<file path="src/rtl/uart_tx_fifo.sv">
// uart_tx_fifo: byte-wide UART transmitter with a local FIFO.
// Frames are start bit, 8 data bits LSB first, optional even parity, one stop bit.
// Bit timing comes from a baud counter running on the system clock.
module uart_tx_fifo #(
  parameter int CLKS_PER_BIT = 16,
  parameter int FIFO_DEPTH   = 8,
  parameter int PARITY_EN    = 0
) (
  input  logic       clk,
  input  logic       reset,
  input  logic       wr_en,
  input  logic [7:0] d_in,
  output logic       tx,
  output logic       tx_full,
  output logic       tx_empty,
  output logic       tx_busy
);

  localparam int PTR_W  = $clog2(FIFO_DEPTH);
  localparam int BAUD_W = $clog2(CLKS_PER_BIT);

  localparam logic [BAUD_W-1:0] BAUD_LAST = BAUD_W'(CLKS_PER_BIT - 1);
  localparam logic [BAUD_W-1:0] BAUD_ONE  = BAUD_W'(1);
  localparam logic [PTR_W:0]    CNT_FULL  = (PTR_W + 1)'(FIFO_DEPTH);
  localparam logic [PTR_W:0]    CNT_ONE   = (PTR_W + 1)'(1);
  localparam logic [PTR_W-1:0]  PTR_ONE   = PTR_W'(1);

  typedef enum logic [2:0] {
    S_IDLE,
    S_START,
    S_DATA,
    S_PARITY,
    S_STOP
  } state_t;

  // FIFO storage and bookkeeping
  logic [7:0]        r_mem [FIFO_DEPTH];
  logic [PTR_W-1:0]  r_wr_ptr;
  logic [PTR_W-1:0]  r_rd_ptr;
  logic [PTR_W:0]    r_count;

  // Frame engine
  state_t            r_state;
  logic [BAUD_W-1:0] r_baud;
  logic [2:0]        r_bit_idx;
  logic [7:0]        r_shift;
  logic              r_parity;
  logic              r_tx;
  logic              r_busy;

  logic              w_full;
  logic              w_empty;
  logic              w_wr;
  logic              w_pop;
  logic              w_bit_done;
  logic              w_baud_clr;
  state_t            w_next_state;
  logic [7:0]        w_shift_next;
  logic              w_tx_next;

  assign w_full     = (r_count == CNT_FULL);
  assign w_empty    = (r_count == '0);
  // Full check uses the pre-edge count, so a pop on the same edge never frees a slot early.
  assign w_wr       = wr_en && !w_full;
  assign w_bit_done = (r_baud == BAUD_LAST);
  assign w_baud_clr = (r_state == S_IDLE) || w_bit_done || (w_next_state != r_state);

  assign tx       = r_tx;
  assign tx_busy  = r_busy;
  assign tx_full  = w_full;
  assign tx_empty = w_empty;

  // FIFO data array write port.
  // NOTE: the storage array has no reset; emptiness is tracked by the count and
  // pointers, so stale bytes are never read and the array can map to plain RAM.
  always_ff @(posedge clk) begin
    if (w_wr) begin
      r_mem[r_wr_ptr] <= d_in;
    end
  end

  // FIFO pointers and occupancy count.
  // NOTE: clocked state is always assigned with <= so every register samples
  // pre-edge values; a blocking = here would create order-dependent races.
  always_ff @(posedge clk or negedge reset) begin
    if (!reset) begin
      r_wr_ptr <= '0;
      r_rd_ptr <= '0;
      r_count  <= '0;
    end else begin
      if (w_wr) begin
        r_wr_ptr <= r_wr_ptr + PTR_ONE;
      end
      if (w_pop) begin
        r_rd_ptr <= r_rd_ptr + PTR_ONE;
      end
      case ({w_wr, w_pop})
        2'b10:   r_count <= r_count + CNT_ONE;
        2'b01:   r_count <= r_count - CNT_ONE;
        default: r_count <= r_count;
      endcase
    end
  end

  // Next-state, pop decision and next line value for the frame engine.
  // NOTE: every signal gets a default before the case so no path leaves one
  // unassigned, which would otherwise infer a latch.
  always_comb begin
    w_next_state = r_state;
    w_pop        = 1'b0;
    w_shift_next = r_shift;
    w_tx_next    = 1'b1;
    case (r_state)
      S_IDLE: begin
        if (!w_empty) begin
          w_pop        = 1'b1;
          w_next_state = S_START;
        end
      end
      S_START: begin
        if (w_bit_done) begin
          w_next_state = S_DATA;
        end
      end
      S_DATA: begin
        if (w_bit_done) begin
          w_shift_next = r_shift >> 1;
          if (r_bit_idx == 3'd7) begin
            w_next_state = (PARITY_EN != 0) ? S_PARITY : S_STOP;
          end
        end
      end
      S_PARITY: begin
        if (w_bit_done) begin
          w_next_state = S_STOP;
        end
      end
      S_STOP: begin
        if (w_bit_done) begin
          if (!w_empty) begin
            w_pop        = 1'b1;
            w_next_state = S_START;
          end else begin
            w_next_state = S_IDLE;
          end
        end
      end
      default: w_next_state = S_IDLE;
    endcase

    if (w_pop) begin
      w_shift_next = r_mem[r_rd_ptr];
    end

    // The line value is decoded from the upcoming state so tx can be a plain register.
    case (w_next_state)
      S_START:  w_tx_next = 1'b0;
      S_DATA:   w_tx_next = w_shift_next[0];
      S_PARITY: w_tx_next = r_parity;
      default:  w_tx_next = 1'b1;
    endcase
  end

  // Frame engine registers: state, baud counter, bit index, shifter and line outputs.
  always_ff @(posedge clk or negedge reset) begin
    if (!reset) begin
      r_state   <= S_IDLE;
      r_baud    <= '0;
      r_bit_idx <= '0;
      r_shift   <= '0;
      r_parity  <= 1'b0;
      r_tx      <= 1'b1;
      r_busy    <= 1'b0;
    end else begin
      r_state <= w_next_state;
      r_shift <= w_shift_next;
      r_tx    <= w_tx_next;
      r_busy  <= (w_next_state != S_IDLE);

      if (w_baud_clr) begin
        r_baud <= '0;
      end else begin
        r_baud <= r_baud + BAUD_ONE;
      end

      if (w_pop) begin
        r_bit_idx <= '0;
        r_parity  <= ^r_mem[r_rd_ptr];
      end else if (r_state == S_DATA && w_bit_done) begin
        r_bit_idx <= r_bit_idx + 3'd1;
      end
    end
  end

endmodule

</file>
<file path="config.mk">
export PLATFORM = sky130hd
export DESIGN_NAME = uart_tx_fifo
export DESIGN_NICKNAME = d
export VERILOG_FILES = /design/src/rtl/uart_tx_fifo.sv
export SDC_FILE = /design/constraint.sdc
export NUM_CORES = 1
export LEC_CHECK = 0
export ABC_CLOCK_PERIOD_IN_PS = 7100
export CAP_MARGIN = 20
export CORE_UTILIZATION = 25
export CTS_BUF_LIST = sky130_fd_sc_hd__clkbuf_4 sky130_fd_sc_hd__clkbuf_8
export CTS_CLUSTER_DIAMETER = 150
export DETAILED_ROUTE_END_ITERATION = 12
export PLACE_DENSITY = 0.35
export REMOVE_ABC_BUFFERS = 1
export SLEW_MARGIN = 25
export SYNTH_ARGS = -nofsm -noshare
export SYNTH_HDL_FRONTEND = slang
export SYNTH_SLANG_ARGS = --single-unit
</file>
<file path="constraint.sdc">
create_clock -name clk -period 7.1 [get_ports clk]
set_input_delay 1.065 -clock clk [delete_from_list [all_inputs] [get_ports clk]]
set_output_delay 1.065 -clock clk [all_outputs]
set_load 0.05 [all_outputs]
</file>
Word level (Yosys, flattened, before mapping)
Memory sizes are Yosys's and may differ from the RTL's.
Index checks and enable logic that the tools add are counted.
{"block": "word_totals", "register_bits": 31, "latchBits": 0, "ramBits": 64, "rom_bits": 0, "elab_cells": 66, "memories": 1}
{"block": "op_classes", "add_sub_neg": 6, "mul": 0, "n_div": 0, "n_lt_le_gt_ge": 0, "eq_ne": 13, "shift": 0, "mux": 21, "bitwise": 0, "reduce_logical": 14}
{"memory": "r_mem", "depth": 8, "word_bits": 8, "read_ports": 1, "rd_clocked_by_memory_dff": 0, "write_ports": 1, "line_no": "37", "source": "logic [7:0] r_mem [FIFO_DEPTH];"}
{"operator": "$mux W3", "count": 8}
{"operator": "$mux W8", "count": 3}
{"operator": "$pmux W3 S5", "count": 1}
{"operator": "$eq A3 B2 Y1 const B", "count": 4}
{"operator": "$add A3 B1 Y3 const B", "count": 3}
{"operator": "$add A4 B1 Y4 const B", "count": 2}
{"operator": "$eq A4 B4 Y1 const B", "count": 2}
{"operator": "$pmux W4 S2", "count": 1}
{"operator": "$reduce_bool A2 Y1", "count": 4}
{"operator": "$reduce_xor A8 Y1", "count": 1}
{"operator": "$eq A3 B1 Y1 const B", "count": 2}
{"operator": "$eq A3 B3 Y1 const B", "count": 2}
{"operator": "$mux W1", "count": 5}
{"operator": "$logic_not A4 Y1", "count": 1}
{"operator": "$mux W4", "count": 1}
{"operator": "$sub A4 B1 Y4 const B", "count": 1}
{"operator": "$logic_not A3 Y1", "count": 1}
{"operator": "$ne A3 B3 Y1", "count": 1}
{"operator": "$pmux W1 S3", "count": 1}
{"operator": "$reduce_bool A3 Y1", "count": 1}
{"operator": "$eq A2 B1 Y1 const B", "count": 1}
{"operator": "$eq A2 B2 Y1 const B", "count": 1}
{"operator": "$logic_and A1 B1 Y1", "count": 2}
{"operator": "$logic_or A1 B1 Y1", "count": 2}
{"operator": "3 further kinds", "count": 3}

Depth between registers and ports, before layout
{"block": "logic_depth", "depth_word": 7, "mapped_depth": 11, "depth_no_buf": 11}

Least setup slack after synthesis
Ideal clock, no wire load.
{"block": "synth_timing", "path_kind": "register -> register", "start": "register r_count[0]", "end": "register r_count[3]", "setup_time_ns": 0.125, "arrival_ns": 3.711, "t_required_ns": 6.975, "slack_ns": 3.263, "stages_incl_launch_ff": 12, "path_buffers": 1, "cell_sequence": "dfrtp_1 -> nor4_1 -> nand2b_1 -> a21oi_1 -> clkbuf_1 -> ha_1 -> ha_1 -> a21o_1 -> a21oi_1 -> xnor2_1 -> nor2_1 -> xor2_1"}
{"block": "synth_between", "elab_chain_cells": 6, "word_cells_on_any_way": 13, "classes_between": "add/sub: 2; eq/ne: 3; mux: 4; reduce/logical: 4"}
{"element": "start, declared", "line_no": "40", "source": "logic [PTR_W:0] r_count;"}
{"element": "start signal, assigned", "line_no": "98", "source": "2'b10: r_count <= r_count + CNT_ONE;"}
{"element": "start signal, assigned", "line_no": "99", "source": "2'b01: r_count <= r_count - CNT_ONE;"}
{"element": "start signal, assigned", "line_no": "100", "source": "default: r_count <= r_count;"}
{"element": "$logic_not A4 Y1 (*)", "line_no": "62", "source": "assign w_empty = (r_count == '0);"}
{"element": "named net tx_empty", "line_no": "15", "source": "output logic tx_empty,"}
{"element": "$mux W1 (*)", "line_no": "115, 140"}
{"element": "$mux W1", "line_no": "139", "source": "if (w_bit_done) begin"}
{"element": "$pmux W1 S2 (*)", "line_no": "113", "source": "case (r_state)"}
{"element": "$eq A2 B1 Y1 or $eq A2 B2 Y1 (tied branches)", "line_no": "97", "source": "case ({w_wr, w_pop})"}
{"element": "$pmux W4 S2 or $reduce_bool A2 Y1 (tied branches)"}
Mark *: on every way through the listed nets, which the timed path passes. The rest lies on a longest branch.
A chain may end at the register's enable or synchronous reset.

Worst setup path in the final report
{"block": "layout_timing", "start": "register r_count[0]", "end": "output tx_empty"}
{"block": "layout_between", "elab_chain_cells": 1}
{"element": "$logic_not A4 Y1", "line_no": "62"}
{"element": "end, declared", "line_no": "15"}
No other way between the ends.

==> summary.txt <==
Status
  – Status: finished, final reports clean

Synth
  – Post-synthesis sequential area ratio: 0.663
  – Mapped Area: 0.00407 sq mm
  – Post-synthesis instance total: roughly 250
  – Netlist cell types: 34
  – Avg Inst Size Synth: 16.6 sq um
  – Post-synthesis register bit count: 95
  – Leading cell type by number of instances after synthesis: edfxtp_1
  – Ys flop type: edfxtp_1
  – Ranking of synthesized cells by area: edfxtp_1, dfrtp_1, mux4_1, xnor2_1, mux2i_1
  – Async set-or-reset flop fraction in the synthesized netlist: 0.326
  – Leading area contributor after synthesis: edfxtp_1
  – Synth cell count leaders: edfxtp_1, dfrtp_1, nand2_1
  – EDFF count, synth: 64
  – Area share of the largest cell type after synthesis: 0.472
  – Synth warnings: 0

Global routing
  – Vias in the first global route: between 2,000 and 2,500
  – All-Layer GR Usage: 0.106
  – Initial antenna violation count: 0
  – Largest net degree at the start of global routing: 32
  – Gr ovfl total: 0
  – First-pass GRT wire length: 12,400 um

Clocking
  – Clk buf depth: 2
  – Post-cts repair resize count: 0
  – CTS root buffer: clkbuf_8
  – H-tree depth: 3
  – CTS tree: yes
  – CTS Buf Count: 9
  – Clock sink count: 95
  – Clk slew on worst S/H paths: 0.09 ns
  – Post-cts hold buffer count: 0
  – Postcts setup bufs: 0
  – Worst-Skew Late Latency: 0.38 ns

Layout
  – Share of cells above drive strength 1: 0.134
  – Diodes inserted: 0
  – Layout Utilization: 0.293
  – Nets: 291
  – Synth-to-Final Area Change: 14.3%
  – Fin area: 0.00465 sq mm

Worst setup path
  – Worst Setup Path Type: flop to output pin
  – CP max-delay cell: clkdlybuf4s50_1
  – Origin of the worst setup path: r_count[0]
  – FF-to-FF setup slack: 4.39 ns
  – Worst r2r dst: r_count[3]
  – Worst Path Required: 6.03 ns
  – WP data arrival: around 2.2 ns
  – Worst Setup End Kind: output pin
  – Max FO, Critical Path: 5
  – Crit start category: flop
  – Worst Reg-to-Reg Cells: 11
  – CP cell instances: nor4_1 -> clkdlybuf4s50_1
  – Reg-to-Reg Start: r_count[0]
  – Slowest stage delay, CP: 0.89 ns

Timing
  – Period utilisation layout: 0.457
  – Slew headroom: 0.412
  – Highest clock rate: 0.308 GHz
  – Worst Skew: 0.0142 ns
  – Final setup violation count: 0
  – Tightest Pin Transition: 0.879 ns
  – Slew Viols, Final: 0
  – RSZ-0062 raised after global routing: false
  – Final hold vios: 0
  – Setup Total Neg Slack: 0 ns
  – Min cycle time layout: 3.24 ns

Die
  – FP Rows: 46
  – Starting Density: 0.256
  – Die ar.: 0.0168 sq mm
  – Die X: ~130 um
  – I/O pin count: 15
  – Die H: 130 um
  – Core Area: 0.0159 sq mm

Placement
  – IO buf count: 14
  – Cell Area, Placed: approximately 0.0045 sq mm
  – Post-DP HPWL: 5000 um
  – Placer's final routability congestion estimate: 0.697

Pwr
  – Combinational share of power: 0.166
  – Max IR drop VDD: 88.2 uV
  – Clock power share: 0.267
  – Power Internal: 0.000889 W
  – Switching share of power: 0.287
  – Psw: 0.000357 W
  – Sequential group share of total power: 0.567
  – Pwr Density: between 200 and 300 mW/mm^2
  – Static leakage: between 1.5 and 2 nW

Min path
  – Hold Crit Depth: 1
  – Hold WC Path Type: flop to flop
  – Worst hold start: r_baud[0]
  – Hold EP: r_baud[0]

Job
  – MaxCap Viol Count: 0

Routing
  – 1st-pass router iterations: 4
  – Post-route ant nets: 0
  – Drt wl/cell: 16.2 um
  – Final wirelength: about 8000 um
  – Remaining routing DRC violations: 0
  – Routed via count: 2,042
  – Via/cell ratio: ~4.2
  – 1st-iter DRT viols: 81
## placed cells by master (no fill, tap or decap), drive strengths merged
master         instances
nor3                   5
a21o                   1
mux4                  16
dfrtp                 30
ha                     8
mux2i                 12
fa                     1
nor4                   2
and3                   2
dfstp                  1
and2                   1
nor2                  14
o32ai                  1
xor2                   5
a21oi                  6
xnor2                 14
nand2                 20
o21bai                 1
a2bb2oi                1
mux2                   8
clkbuf                10
or3                    2
inv                    6
edfxtp                64
nor3b                  1
a21boi                 1
nand2b                 5
nand3                  2
clkinv                 5
clkdlybuf4s50         14
o21ai                  8
buf                    9
## registers in the layout, indices dropped and copies added (netlist names)
name       cells
tx             1
r_bit_idx      3
r_mem         64
r_parity       1
tx_busy        1
r_wr_ptr       3
r_count        4
r_state        3
r_baud         4
r_shift        8
r_rd_ptr       3
## layout make-up
cell class	instances	area [sq um]
fill	1655	11200
sequential	95	2700
multi-input combinational	137	1280
tap	216	270
timing repair buffer	23	208
clock buffer	10	131
clock inverter	6	43.8
inverter	5	18.8
## worst max path at each step
stage	slack (ns)	to
floorplan	3.21	r_count[3]
global placement	3.81	r_count[3]
detailed placement	3.76	r_count[3]
CTS	3.82	tx_empty
global route	3.71	tx_empty
finish	3.86	tx_empty
## power by group through the flow
stage / sequential, W / clock (W) / combinational [W]
floorplan: 0.000707 / 0 / 0.000135
CTS: 0.000708 / 0.000355 / 0.000214
global route: 0.000715 / 0.000373 / 0.000232
detailed placement: 0.000719 / 0 / 0.000212
finish: 0.000707 / 0.000333 / 0.000206
global placement: 0.000721 / 0 / 0.000212
## logic make-up (layout without fill, tap and decap cells)
logic type	Yosys count	in the layout	share of synthesized area
and+or+nand+nor	54	54	0.0603
AOI/OAI and AO/OA	19	19	0.0271
muxes	36	36	0.154
buffers and inverters	13	44	0.0252
xor gates and xnor gates	19	19	0.0409
adders and majority gates	9	9	0.0295
DFF	95	95	0.663
## routing by layer
layer	part of all wire	vias to the layer above	global-route usage
met5	0	-	0
met4	0.017	0	0.0451
met3	0.030	8	0.0347
met2	0.49	23	0.177
met1	0.46	1031	0.126
li1	-	980	-
## per-stage QoR
stage	worst slack [ns]	hold slack, ns	power (W)	cells
6_report	3.86	0.468	0.00125	492
5_1_grt	3.71	0.502	0.00132	492
4_1_cts	3.82	0.474	0.00128	492
3_5_place_dp	3.76	0.460	0.000931	476
3_3_place_gp	3.81	0.462	0.000933	476
2_1_floorplan	3.21	0.432	0.000842	237
## worst max-delay path, delay by kind of cell, from the launching register on
family / cells / cell delay, ns
buf+inv: 1 / 0.89
flops: 1 / 0.44
simple gates: 1 / 0.48
Note: power is estimated with default switching activity, not from simulation.
